--- src/rtl/queue_int_if.sv ---
// queue_int_if: dispatch/CDB/issue bundle of the integer queue; slave = queue side, master = driver side
interface queue_int_if #(parameter int TAGW = 6);
  logic            dispatch_en;
  logic            dispatch_ready;
  logic [2:0]      dispatch_opcode;
  logic [15:0]     dispatch_imm;
  logic [TAGW-1:0] dispatch_rdtag;
  logic [TAGW-1:0] dispatch_rstag;
  logic [TAGW-1:0] dispatch_rttag;
  logic [31:0]     dispatch_rsdata;
  logic [31:0]     dispatch_rtdata;
  logic            dispatch_rsvalid;
  logic            dispatch_rtvalid;
  logic            cdb_valid;
  logic [TAGW-1:0] cdb_tag;
  logic [31:0]     cdb_data;
  logic            issue_valid;
  logic            issue_ready;
  logic [2:0]      issue_opcode;
  logic [15:0]     issue_imm;
  logic [TAGW-1:0] issue_rdtag;
  logic [31:0]     issue_rsdata;
  logic [31:0]     issue_rtdata;
  modport slave(
    input  dispatch_en, dispatch_opcode, dispatch_imm, dispatch_rdtag, dispatch_rstag, dispatch_rttag,
           dispatch_rsdata, dispatch_rtdata, dispatch_rsvalid, dispatch_rtvalid,
           cdb_valid, cdb_tag, cdb_data, issue_ready,
    output dispatch_ready, issue_valid, issue_opcode, issue_imm, issue_rdtag, issue_rsdata, issue_rtdata
  );
  modport master(
    output dispatch_en, dispatch_opcode, dispatch_imm, dispatch_rdtag, dispatch_rstag, dispatch_rttag,
           dispatch_rsdata, dispatch_rtdata, dispatch_rsvalid, dispatch_rtvalid,
           cdb_valid, cdb_tag, cdb_data, issue_ready,
    input  dispatch_ready, issue_valid, issue_opcode, issue_imm, issue_rdtag, issue_rsdata, issue_rtdata
  );
endinterface

--- src/rtl/queue_int.sv ---
// queue_int: shifting integer issue queue with CDB snoop and oldest-ready issue; ports clk, reset (async low), bus (queue_int_if.slave)
module queue_int #(
  parameter int DEPTH = 4,
  parameter int TAGW  = 6
) (
  input logic        clk,
  input logic        reset,
  queue_int_if.slave bus
);
  localparam int CW = $clog2(DEPTH + 1);
  localparam int IW = $clog2(DEPTH);
  typedef struct packed {
    logic [2:0]      op;
    logic [15:0]     imm;
    logic [TAGW-1:0] rd;
    logic [TAGW-1:0] rst;
    logic [TAGW-1:0] rtt;
    logic [31:0]     rsd;
    logic [31:0]     rtd;
    logic            rsv;
    logic            rtv;
  } ent_t;
  ent_t          r_q   [DEPTH];
  ent_t          w_snp [DEPTH];
  ent_t          w_nxt [DEPTH];
  ent_t          w_new;
  logic [CW-1:0] r_cnt;
  logic [CW-1:0] w_tail;
  logic [IW-1:0] w_sel;
  logic          w_iv;
  logic          w_acc;
  logic          w_rm;
  assign bus.dispatch_ready = r_cnt < CW'(DEPTH);
  assign w_acc  = bus.dispatch_en & bus.dispatch_ready;
  assign w_rm   = w_iv & bus.issue_ready;
  assign w_tail = w_rm ? r_cnt - 1'b1 : r_cnt;
  always_comb begin
    w_new.op  = bus.dispatch_opcode;
    w_new.imm = bus.dispatch_imm;
    w_new.rd  = bus.dispatch_rdtag;
    w_new.rst = bus.dispatch_rstag;
    w_new.rtt = bus.dispatch_rttag;
    w_new.rsv = bus.dispatch_rsvalid | (bus.cdb_valid & (bus.cdb_tag == bus.dispatch_rstag));
    w_new.rtv = bus.dispatch_rtvalid | (bus.cdb_valid & (bus.cdb_tag == bus.dispatch_rttag));
    w_new.rsd = (bus.dispatch_rsvalid | !w_new.rsv) ? bus.dispatch_rsdata : bus.cdb_data;
    w_new.rtd = (bus.dispatch_rtvalid | !w_new.rtv) ? bus.dispatch_rtdata : bus.cdb_data;
  end
  always_comb begin
    for (int i = 0; i < DEPTH; i++) begin
      w_snp[i] = r_q[i];
      if (bus.cdb_valid && !r_q[i].rsv && r_q[i].rst == bus.cdb_tag) begin
        w_snp[i].rsv = 1'b1;
        w_snp[i].rsd = bus.cdb_data;
      end
      if (bus.cdb_valid && !r_q[i].rtv && r_q[i].rtt == bus.cdb_tag) begin
        w_snp[i].rtv = 1'b1;
        w_snp[i].rtd = bus.cdb_data;
      end
    end
  end
  always_comb begin
    w_iv  = 1'b0;
    w_sel = '0;
    for (int i = DEPTH - 1; i >= 0; i--)
      if (i < int'(r_cnt) && r_q[i].rsv && r_q[i].rtv) begin
        w_iv  = 1'b1;
        w_sel = IW'(i);
      end
  end
  // entries at or above the issued slot pull from the slot above; the tail slot then takes the new dispatch
  always_comb begin
    for (int i = 0; i < DEPTH; i++) begin
      w_nxt[i] = (w_rm && i >= int'(w_sel)) ? w_snp[(i < DEPTH - 1) ? i + 1 : i] : w_snp[i];
      if (w_acc && i == int'(w_tail)) w_nxt[i] = w_new;
    end
  end
  assign bus.issue_valid  = w_iv;
  assign bus.issue_opcode = w_iv ? r_q[w_sel].op  : '0;
  assign bus.issue_imm    = w_iv ? r_q[w_sel].imm : '0;
  assign bus.issue_rdtag  = w_iv ? r_q[w_sel].rd  : '0;
  assign bus.issue_rsdata = w_iv ? r_q[w_sel].rsd : '0;
  assign bus.issue_rtdata = w_iv ? r_q[w_sel].rtd : '0;
  always_ff @(posedge clk or negedge reset) begin
    if (!reset) begin
      r_cnt <= '0;
      r_q   <= '{default: '0};
    end else begin
      r_cnt <= r_cnt + CW'(w_acc) - CW'(w_rm);
      r_q   <= w_nxt;
    end
  end
endmodule

--- src/flat_wrapper.sv ---
// flat-port wrapper written by rule: the top's interface ports become plain ports
module queue_int_flat 
#(
  parameter int DEPTH = 4,
  parameter int TAGW  = 6
)
  (clk, reset, bus_dispatch_en, bus_dispatch_opcode, bus_dispatch_imm, bus_dispatch_rdtag, bus_dispatch_rstag, bus_dispatch_rttag, bus_dispatch_rsdata, bus_dispatch_rtdata, bus_dispatch_rsvalid, bus_dispatch_rtvalid, bus_cdb_valid, bus_cdb_tag, bus_cdb_data, bus_issue_ready, bus_dispatch_ready, bus_issue_valid, bus_issue_opcode, bus_issue_imm, bus_issue_rdtag, bus_issue_rsdata, bus_issue_rtdata);
  queue_int_if #(.TAGW(TAGW)) bus_i ();
  input logic clk;
  input logic reset;
  input wire logic [$bits(bus_i.dispatch_en)-1:0] bus_dispatch_en;
  input wire logic [$bits(bus_i.dispatch_opcode)-1:0] bus_dispatch_opcode;
  input wire logic [$bits(bus_i.dispatch_imm)-1:0] bus_dispatch_imm;
  input wire logic [$bits(bus_i.dispatch_rdtag)-1:0] bus_dispatch_rdtag;
  input wire logic [$bits(bus_i.dispatch_rstag)-1:0] bus_dispatch_rstag;
  input wire logic [$bits(bus_i.dispatch_rttag)-1:0] bus_dispatch_rttag;
  input wire logic [$bits(bus_i.dispatch_rsdata)-1:0] bus_dispatch_rsdata;
  input wire logic [$bits(bus_i.dispatch_rtdata)-1:0] bus_dispatch_rtdata;
  input wire logic [$bits(bus_i.dispatch_rsvalid)-1:0] bus_dispatch_rsvalid;
  input wire logic [$bits(bus_i.dispatch_rtvalid)-1:0] bus_dispatch_rtvalid;
  input wire logic [$bits(bus_i.cdb_valid)-1:0] bus_cdb_valid;
  input wire logic [$bits(bus_i.cdb_tag)-1:0] bus_cdb_tag;
  input wire logic [$bits(bus_i.cdb_data)-1:0] bus_cdb_data;
  input wire logic [$bits(bus_i.issue_ready)-1:0] bus_issue_ready;
  output wire logic [$bits(bus_i.dispatch_ready)-1:0] bus_dispatch_ready;
  output wire logic [$bits(bus_i.issue_valid)-1:0] bus_issue_valid;
  output wire logic [$bits(bus_i.issue_opcode)-1:0] bus_issue_opcode;
  output wire logic [$bits(bus_i.issue_imm)-1:0] bus_issue_imm;
  output wire logic [$bits(bus_i.issue_rdtag)-1:0] bus_issue_rdtag;
  output wire logic [$bits(bus_i.issue_rsdata)-1:0] bus_issue_rsdata;
  output wire logic [$bits(bus_i.issue_rtdata)-1:0] bus_issue_rtdata;
  assign bus_i.dispatch_en = bus_dispatch_en;
  assign bus_i.dispatch_opcode = bus_dispatch_opcode;
  assign bus_i.dispatch_imm = bus_dispatch_imm;
  assign bus_i.dispatch_rdtag = bus_dispatch_rdtag;
  assign bus_i.dispatch_rstag = bus_dispatch_rstag;
  assign bus_i.dispatch_rttag = bus_dispatch_rttag;
  assign bus_i.dispatch_rsdata = bus_dispatch_rsdata;
  assign bus_i.dispatch_rtdata = bus_dispatch_rtdata;
  assign bus_i.dispatch_rsvalid = bus_dispatch_rsvalid;
  assign bus_i.dispatch_rtvalid = bus_dispatch_rtvalid;
  assign bus_i.cdb_valid = bus_cdb_valid;
  assign bus_i.cdb_tag = bus_cdb_tag;
  assign bus_i.cdb_data = bus_cdb_data;
  assign bus_i.issue_ready = bus_issue_ready;
  assign bus_dispatch_ready = bus_i.dispatch_ready;
  assign bus_issue_valid = bus_i.issue_valid;
  assign bus_issue_opcode = bus_i.issue_opcode;
  assign bus_issue_imm = bus_i.issue_imm;
  assign bus_issue_rdtag = bus_i.issue_rdtag;
  assign bus_issue_rsdata = bus_i.issue_rsdata;
  assign bus_issue_rtdata = bus_i.issue_rtdata;
  queue_int #(.DEPTH(DEPTH), .TAGW(TAGW)) u_core (.clk(clk), .reset(reset), .bus(bus_i));
endmodule
--- config.mk ---
export PLATFORM = sky130hd
export DESIGN_NAME = queue_int_flat
export DESIGN_NICKNAME = d
export VERILOG_FILES = /design/src/rtl/queue_int_if.sv /design/src/rtl/queue_int.sv /design/src/flat_wrapper.sv
export SDC_FILE = /design/constraint.sdc
export NUM_CORES = 1
export LEC_CHECK = 0
export ABC_CLOCK_PERIOD_IN_PS = 3360
export BUFFER_PORTS_ARGS = -buffer_cell sky130_fd_sc_hd__buf_2
export CAP_MARGIN = 20
export CORE_ASPECT_RATIO = 0.5
export CORE_UTILIZATION = 35
export CTS_CLUSTER_DIAMETER = 80
export CTS_CLUSTER_SIZE = 12
export DETAILED_ROUTE_END_ITERATION = 8
export SYNTH_ARGS = -nofsm -noshare
export SYNTH_HDL_FRONTEND = slang
export SYNTH_SLANG_ARGS = --single-unit
--- constraint.sdc ---
create_clock -name clk -period 3.36 [get_ports clk]
set_input_delay 0.336 -clock clk [delete_from_list [all_inputs] [get_ports clk]]
set_output_delay 0.336 -clock clk [all_outputs]
set_load 0.1 [all_outputs]
# Word level (Yosys, flattened, before mapping)
# Cells that the tools add are included.
# Widths: inputs -> output; s select.
# word_totals
register_bits	415
output_inout_bits	91
word_cells	160
# classes
n_addsub	3
order_cmp	9
n_eq_ne	13
n_mux	42
bitwise	9
n_reduce_logical	47
# ops
op	n
$mux 103	8
$mux 32	12
$bmux 103 s2	1
$mux 66	1
$eq 6x6->1	10
$logic_and 1x1->1	31
$mux 16	1
$mux 1	12
$logic_not 1->1	10
$mux 2	4
$eq 3x3->1 const A	2
$lt 1x3->1 const A	2
$lt 2x3->1 const A	2
$mux 3	2
$mux 6	1
$reduce_bool 2->1	3
$reduce_bool 3->1	2
$and 1x1->1	4
$ge 1x2->1 const A	2
$or 1x1->1	4
$add 3x1->3	1
$eq 2x3->1 const A	1
$ge 3x3->1 const B	1
$logic_not 3->1	1
other kinds (5)	5

# Depth between registers and ports, before layout
# Gate-level depths: netlist of the first run.
# logic_depth
ltp_word	12
mapped_depth	11
ltp_nobuf	9

# Worst setup path before layout of the first run
# OpenSTA, ideal clock, no wires.
# synth_path
kind	register -> output
start	reg u_core.r_cnt[2]
end	out bus_issue_imm[10]
arrival_ns	3.970
t_required_ns	3.024
setup_slack_ns	-0.946
path_stages_with_launch	9
n_path_buf	1
path_cell_list	dfrtp_1 inv_1 ha_1 a21boi_2 o32ai_4 nor2_1 inv_1 clkbuf_1 and2_1
# synth_lines
item	line	text
start: declaration	queue_int.sv:27	logic [CW-1:0] r_cnt;
start signal: assignment	queue_int.sv:88	r_cnt <= r_cnt + CW'(w_acc) - CW'(w_rm);
$lt 2x3->1	queue_int.sv:65	if (i < int'(r_cnt) && r_q[i].rsv && r_q[i].rtv) begin
$logic_and 1x1->1 (2 in series)	queue_int.sv:65	
$mux 1 (3 in series)	queue_int.sv:65	
$mux 1 *	queue_int.sv:65	
via bus_issue_valid	flat_wrapper.sv:26	output wire logic [$bits(bus_i.issue_valid)-1:0] bus_issue_valid;
$mux 16 *	queue_int.sv:79	assign bus.issue_imm = w_iv ? r_q[w_sel].imm : '0;
end: declaration	flat_wrapper.sv:28	output wire logic [$bits(bus_i.issue_imm)-1:0] bus_issue_imm;
# Mark *: on every way through the listed nets, which the timed path passes. The rest lies on a longest branch. The select of a mux whose other input is x is not followed.

# Worst setup path after layout of the first run
# layout_path
start	reg u_core.r_cnt[2]
end	out bus_issue_rsdata[16]
# layout_between
elab_chain_len	12
# layout_lines
item	line	text
$lt 2x3->1	queue_int.sv:65	
$logic_and 1x1->1 (2 in series)	queue_int.sv:65	
$mux 2 (4 in series)	queue_int.sv:65	
$not 2->3 (implied by the code)	queue_int.sv:81	assign bus.issue_rsdata = w_iv ? r_q[w_sel].rsd : '0;
$bmux 103 s2	queue_int.sv:81	
$mux 103 (2 in series)	--	
$mux 32 *	queue_int.sv:81	
end: declaration	flat_wrapper.sv:30	output wire logic [$bits(bus_i.issue_rsdata)-1:0] bus_issue_rsdata;
# Every way passes the cells marked *; elsewhere a longest branch is shown, timed or not. The select of a mux whose other input is x is not followed.

==> results of run 1 <==
what timing repair did:
action / 4_1_cts / 5_1_grt
gates resized for setup: 158 / 24
pin swaps: 23 / 35
endpoints found under the hold margin: 87 / 0
setup endpoints to repair: 89 / 233
buffers inserted: 42 / 20
hold buffers: 2 / 0
cloned: 12 / 8
cell families after synthesis:
| logic type | count (synthesis) | synth area share |
|---|---|---|
| xor gates and xnor gates | 63 | 0.02230 |
| and+or+nand+nor | 915 | 0.1749 |
| buffers and inverters | 291 | 0.05071 |
| adders and majority gates | 6 | 0.003337 |
| AOI/OAI and AO/OA | 667 | 0.2139 |
| muxes | 172 | 0.1152 |
| DFF | 415 | 0.4197 |
registers in the layout, indices dropped and copies added (netlist names):
register	cells
u_core.r_q	412
u_core.r_cnt	3
layout make-up:
| type | instances | area share |
|---|---|---|
| multi-input cells | 1825 | 0.4403 |
| well taps | 945 | 0.03795 |
| clock inverters | 3 | 0.0008032 |
| diodes | 13 | 0.001044 |
| repair buffers | 404 | 0.1528 |
| flip-flops and latches | 415 | 0.3333 |
| clock buffers | 41 | 0.03293 |
| inverters | 6 | 0.0008835 |
layer usage:
layer / vias up / global-route usage / part of all wire
met4: 4 / 0.09561 / 0.029
met2: 1273 / 0.4062 / 0.47
met1: 11610 / 0.3539 / 0.41
li1: 9766 / - / -
met3: 201 / 0.04647 / 0.089
met5: - / 0 / 0.00023
critical path, delay by kind of cell (launching register included):
family          cells  cell delay [ps]
mux                 1              550
simple gates        3              500
fa+ha+maj           1              180
flops               1              390
buf+inv             6              940
compound gates      1              130
worst paths after layout:
kind	slack [ps]	end	from	cells after the start
min in group asynchronous	450	u_core.r_q[67]$_DFFE_PN0P_	reset	2
worst min register to register	500	u_core.r_q[80]$_DFFE_PN0P_	u_core.r_q[80]$_DFFE_PN0P_	2
worst max register to register	20	u_core.r_q[363]$_DFFE_PN0P_	u_core.r_cnt[2]$_DFF_PN0_	13
worst min-delay path	20	u_core.r_q[102]$_DFFE_PN0P_	bus_dispatch_opcode[2]	3
worst max-delay path	-230	bus_issue_rsdata[16]	u_core.r_cnt[2]$_DFF_PN0_	12
max in group asynchronous	2000	u_core.r_q[140]$_DFF_PN0_	reset	3
metrics by stage:
step           cells  setup TNS (ps)  utilization  setup slack, ps
6_report        3652          -13090       0.4488           -230.5
5_1_grt         3651          -27070       0.4487           -342.4
4_1_cts         3622          -15100       0.4445           -205.1
3_5_place_dp    3522               0       0.4129            43.98
3_3_place_gp    3522               0       0.4129            113.5
2_1_floorplan   2529          -328.1            -           -102.8
cells in the mapped netlist, types with 67 or more instances:
master and n:
a31oi_1 99, nor2b_1 72, nor3_1 134, mux2i_1 80, clkbuf_1 153, or3_1 69, mux4_2 89, o22ai_1 67
o21ai_0 140, o221a_2 100, nand2_1 398, o221a_1 92, nor2_1 111, and2_1 90, dfrtp_1 415, buf_2 96
==> impl_metrics.yaml, run 1 <==
detailed_routing:
  drt-pass1-iter-count: 6
  first_iter_violations: 2813
  wl_per_cell_um: 26.42
  vias_per_cell: 6.258
  route.detailed.drc: 0
  drt_wl_total_mm: 96.48
  num_vias: 22860
  antenna_left: 0
synthesis:
  yosysWarnings: 0
  synth_cells: 2529
  async_flop_share: 1.000
  synthDistinctLibCells: 57
  synth_area_leader_cell: "dfrtp_1"
  synth_edf_count: 0
  syn_nets: 2681
  seq_area_frac_synth: 0.4197
  synth-seq-cells: 415
  synth_top_flop_cell: "dfrtp_1"
  synthTopCellsByArea: "dfrtp_1, mux4_2, nand2_1"
  syn_area_per_cell_um2: 9.785
  netlist_area_um2: 24750
  synth_top_area_share: 0.4197
global_route:
  groute.usage.overall: 0.2579
  grt_pass1_wl_mm: 142.9
  antenna_found_initial: 15
  grt_start_max_net_pins: 111
  grt_pass1_vias: 22460
  gr-total-overflow: 0
sta:
  holdWs_ps: 20.27
  period_needed_ps: 3591
  slew-limit-headroom: 0.4036
  final.period_utilization: 1.069
  finalHoldViolCount: 0
  setup_viol: 89
  tightest_slew_ps: 894.6
  rsz0062_at_grt: "yes"
  finClkSkew_ps: 21.97
  drv_slew: 0
  fin_ws_ps: -230.5
  timing.fmax_mhz: 278.5
setup_path:
  cp_slowest_cell: "mux4_2"
  crit_fanout: 7
  path_class: "flip-flop to output pin"
  path_cells: "clkinvlp_4 > buf_6 > ha_4 > nor3_4 > o32ai_4 > buf_6 > nand2_8 > buf_12 > buf_12 > mux4_2 > and2_4 > buf_12"
  end_kind: "output pin"
  start_kind: "flip-flop"
  cp.arrival_ps: 3250
  max_stage_delay_ps: 550
  crit_required_ps: 3020
  path_common_cell: "buf_12"
placed_design:
  placed_area_um2: 28670
  port_buffers: 236
  place_hpwl_mm: 54.03
  place_congestion: 0.8453
finish:
  final_common_cell: "dfrtp_1"
  final_area_um2: 31160
  final_cell_mix: "dfrtp_1, nand2_1, buf_2"
  area_delta_synth_final_pct: 25.90
  drive_above_1_share: 0.2888
  multi_input_area_um2: 13720
  layout.nets: 2844
  n_fill_cell: 6425
  regArea_um2: 10390
worst_hold_path:
  hold_class: "primary input to flip-flop"
cts:
  cts.sinks: 415
  cts.clk_slew.worst_paths_ps: 60
  clk_latency_ps: 560
  cts_buffers: 40
  cts_buffer_depth: 3
  ctsHtreeMaxLevel: 2
  cts_root_buffer: "clkbuf_16"
  cts_tree: "yes"
status:
  status: "finished, violations left"
  violations: "setup timing"
floorplanning:
  start_util: 0.3564
  die_h_um: 190.0
  rows: 68
  die_area_um2: 71840
  die_x_um: 378.0
  core_um2: 69430
  io-pin-count: 237
run:
  max-cap-violations: 0
Power of run 1 is not shown: default switching activity piles up to over one toggle a cycle in this logic, so the estimate is an artifact.
==> run 2, diff against run 1 <==
Settings changed: CORE_UTILIZATION 35 to 47, PLACE_DENSITY set to 0.66.
==> impl_metrics.yaml, run 2 (same netlist as run 1, synthesis figures left out) <==
setup_path:
  path_class: "flip-flop to output pin"
  cp.arrival_ps: 3300
  path_cells: "clkinvlp_4 > buf_6 > ha_4 > a21boi_4 > buf_6 > o32ai_4 > nand2_8 > buf_4 > buf_12 > buf_16 > mux4_2 > and2_4 > buf_12"
  crit_fanout: 12
  end_kind: "output pin"
  reg2reg_depth: 12
  crit_required_ps: 3020
  start_kind: "flip-flop"
  reg2reg_from: "u_core.r_cnt[2]$_DFF_PN0_"
  worstSetupPathDepth: 13
  cp_top_family: "buffers and inverters"
  path_buf_inv: 7
  cp_slowest_cell: "mux4_2"
  r2r_slack_ps: 30
  max_stage_delay_ps: 430
  worstReg2RegEnd: "u_core.r_q[134]$_DFF_PN0_"
worst_hold_path:
  min_path_cells: 3
  min_to: "u_core.r_q[94]$_DFFE_PN0P_"
  hold_class: "primary input to flip-flop"
  hold_start: "bus_dispatch_imm[10]"
detailed_routing:
  num_vias: 22860
  wl_per_cell_um: 26.63
  met2WireLength_mm: 41.65
  drt-met1-wl_mm: 36.07
  route.met3.wl_mm: 9.031
  first_iter_violations: 2925
  route.detailed.drc: 1
  vias_per_cell: 6.787
  drt-pass1-iter-count: 8
  antenna_left: 0
  drt_wl_total_mm: 89.70
  highest_layer: "met5"
finish:
  top_register: "u_core.r_q"
  n_fill_cell: 4304
  final_cell_mix: "dfrtp_1, nand2_1, buf_2"
  final_area_um2: 30480
  drive_above_1_share: 0.2802
  largest_register_ffs: 412
  fin_util: 0.5864
  area_delta_synth_final_pct: 23.15
  final_common_cell: "dfrtp_1"
  top_regs: "u_core.r_q (412), u_core.r_cnt (3)"
  layout.nets: 2810
cts:
  cts.clk_slew.worst_paths_ps: 70
  cts.sinks: 415
  cts_root_buffer: "clkbuf_16"
  cts_tree: "yes"
  clk_latency_ps: 560
  cts_buffer_depth: 3
  cts_buffers: 40
  ctsHtreeMaxLevel: 2
sta:
  finalHoldViolCount: 0
  tightest_slew_ps: 901.9
  final.period_utilization: 1.083
  drv_slew: 0
  period_needed_ps: 3640
  timing.fmax_mhz: 274.7
  slew-limit-headroom: 0.3987
  rsz0062_at_grt: "yes"
  finClkSkew_ps: 17.61
  fin_ws_ps: -279.8
  setup_viol: 89
floorplanning:
  io-pin-count: 237
  rows: 59
  die_h_um: 164.3
  die_area_um2: 53630
  die_x_um: 326.5
  start_util: 0.4762
  core_um2: 51970
status:
  violations: "DRC, setup timing"
  status: "finished, violations left"
placed_design:
  place_ws_ps: -151.2
  place_hpwl_mm: 50.91
  placed_area_um2: 27990
  place_congestion: 0.8634
  port_buffers: 236
global_route:
  groute.usage.overall: 0.3268
  grt_pass1_wl_mm: 136.1
  grt_start_max_net_pins: 143
  grt_pass1_vias: 22410
  antenna_found_initial: 9
  gr-total-overflow: 0
run:
  max-cap-violations: 0
run 2: per-stage QoR:
| step | TNS (ps) | hold WS [ps] | instances |
|---|---|---|---|
| 2_1_floorplan | -328.1 | 40.41 | 2529 |
| 3_3_place_gp | -2263 | 406.2 | 3278 |
| 3_5_place_dp | -7195 | 438.3 | 3278 |
| 4_1_cts | -16410 | 16.10 | 3351 |
| 5_1_grt | -25480 | 41.20 | 3368 |
| 6_report | -19670 | 29.73 | 3368 |
run 2: what timing repair did:
item                                    in CTS  in global routing
endpoints found under the setup margin     122                145
hold endpoints to repair                    78                  0
resized for setup                          192                  9
hold buffers                                 1                  0
pin swaps                                   36                 13
gates cloned                                11                  3
setup buffers                               19                  4
run 2: layout make-up:
class	instances	area [µm²]	area share
clock buffer	42	1030	0.03379
tap	701	877.1	0.02878
clock inverter	1	30.03	0.0009853
timing repair buffer	370	4412	0.1448
sequential	415	10390	0.3408
antenna	8	20.02	0.0006569
multi-input combinational	1825	13690	0.4494
inverter	6	27.53	0.0009032
run 2: worst max-delay path by stage:
stage / from / endpoint
2_1_floorplan: u_core.r_cnt[2]$_DFF_PN0_ / bus_issue_imm[10]
3_3_place_gp: u_core.r_cnt[2]$_DFF_PN0_ / bus_issue_rsdata[31]
3_5_place_dp: u_core.r_cnt[2]$_DFF_PN0_ / bus_issue_opcode[2]
4_1_cts: u_core.r_cnt[2]$_DFF_PN0_ / bus_issue_rsdata[10]
5_1_grt: u_core.r_cnt[2]$_DFF_PN0_ / bus_issue_imm[2]
6_report: u_core.r_cnt[2]$_DFF_PN0_ / bus_issue_imm[2]
run 2: worst register-to-register path: stages (launching register included):
cell	delay (ps)
dfrtp_1	400
clkinvlp_4	140
buf_4	160
ha_4	180
and2b_2	220
buf_4	150
o32ai_4	170
buf_6	170
buf_4	140
o21a_4	170
mux2_4	370
o21ai_4	660
o221a_2	350
run 2: routing by layer:
metal  vias to the layer above  GRT usage
li1                       9686          -
met1                     11490     0.4450
met2                      1457     0.5151
met3                       224    0.06812
met4                         2     0.1245
met5                         -          0
Power of run 2 is left out for the same reason.
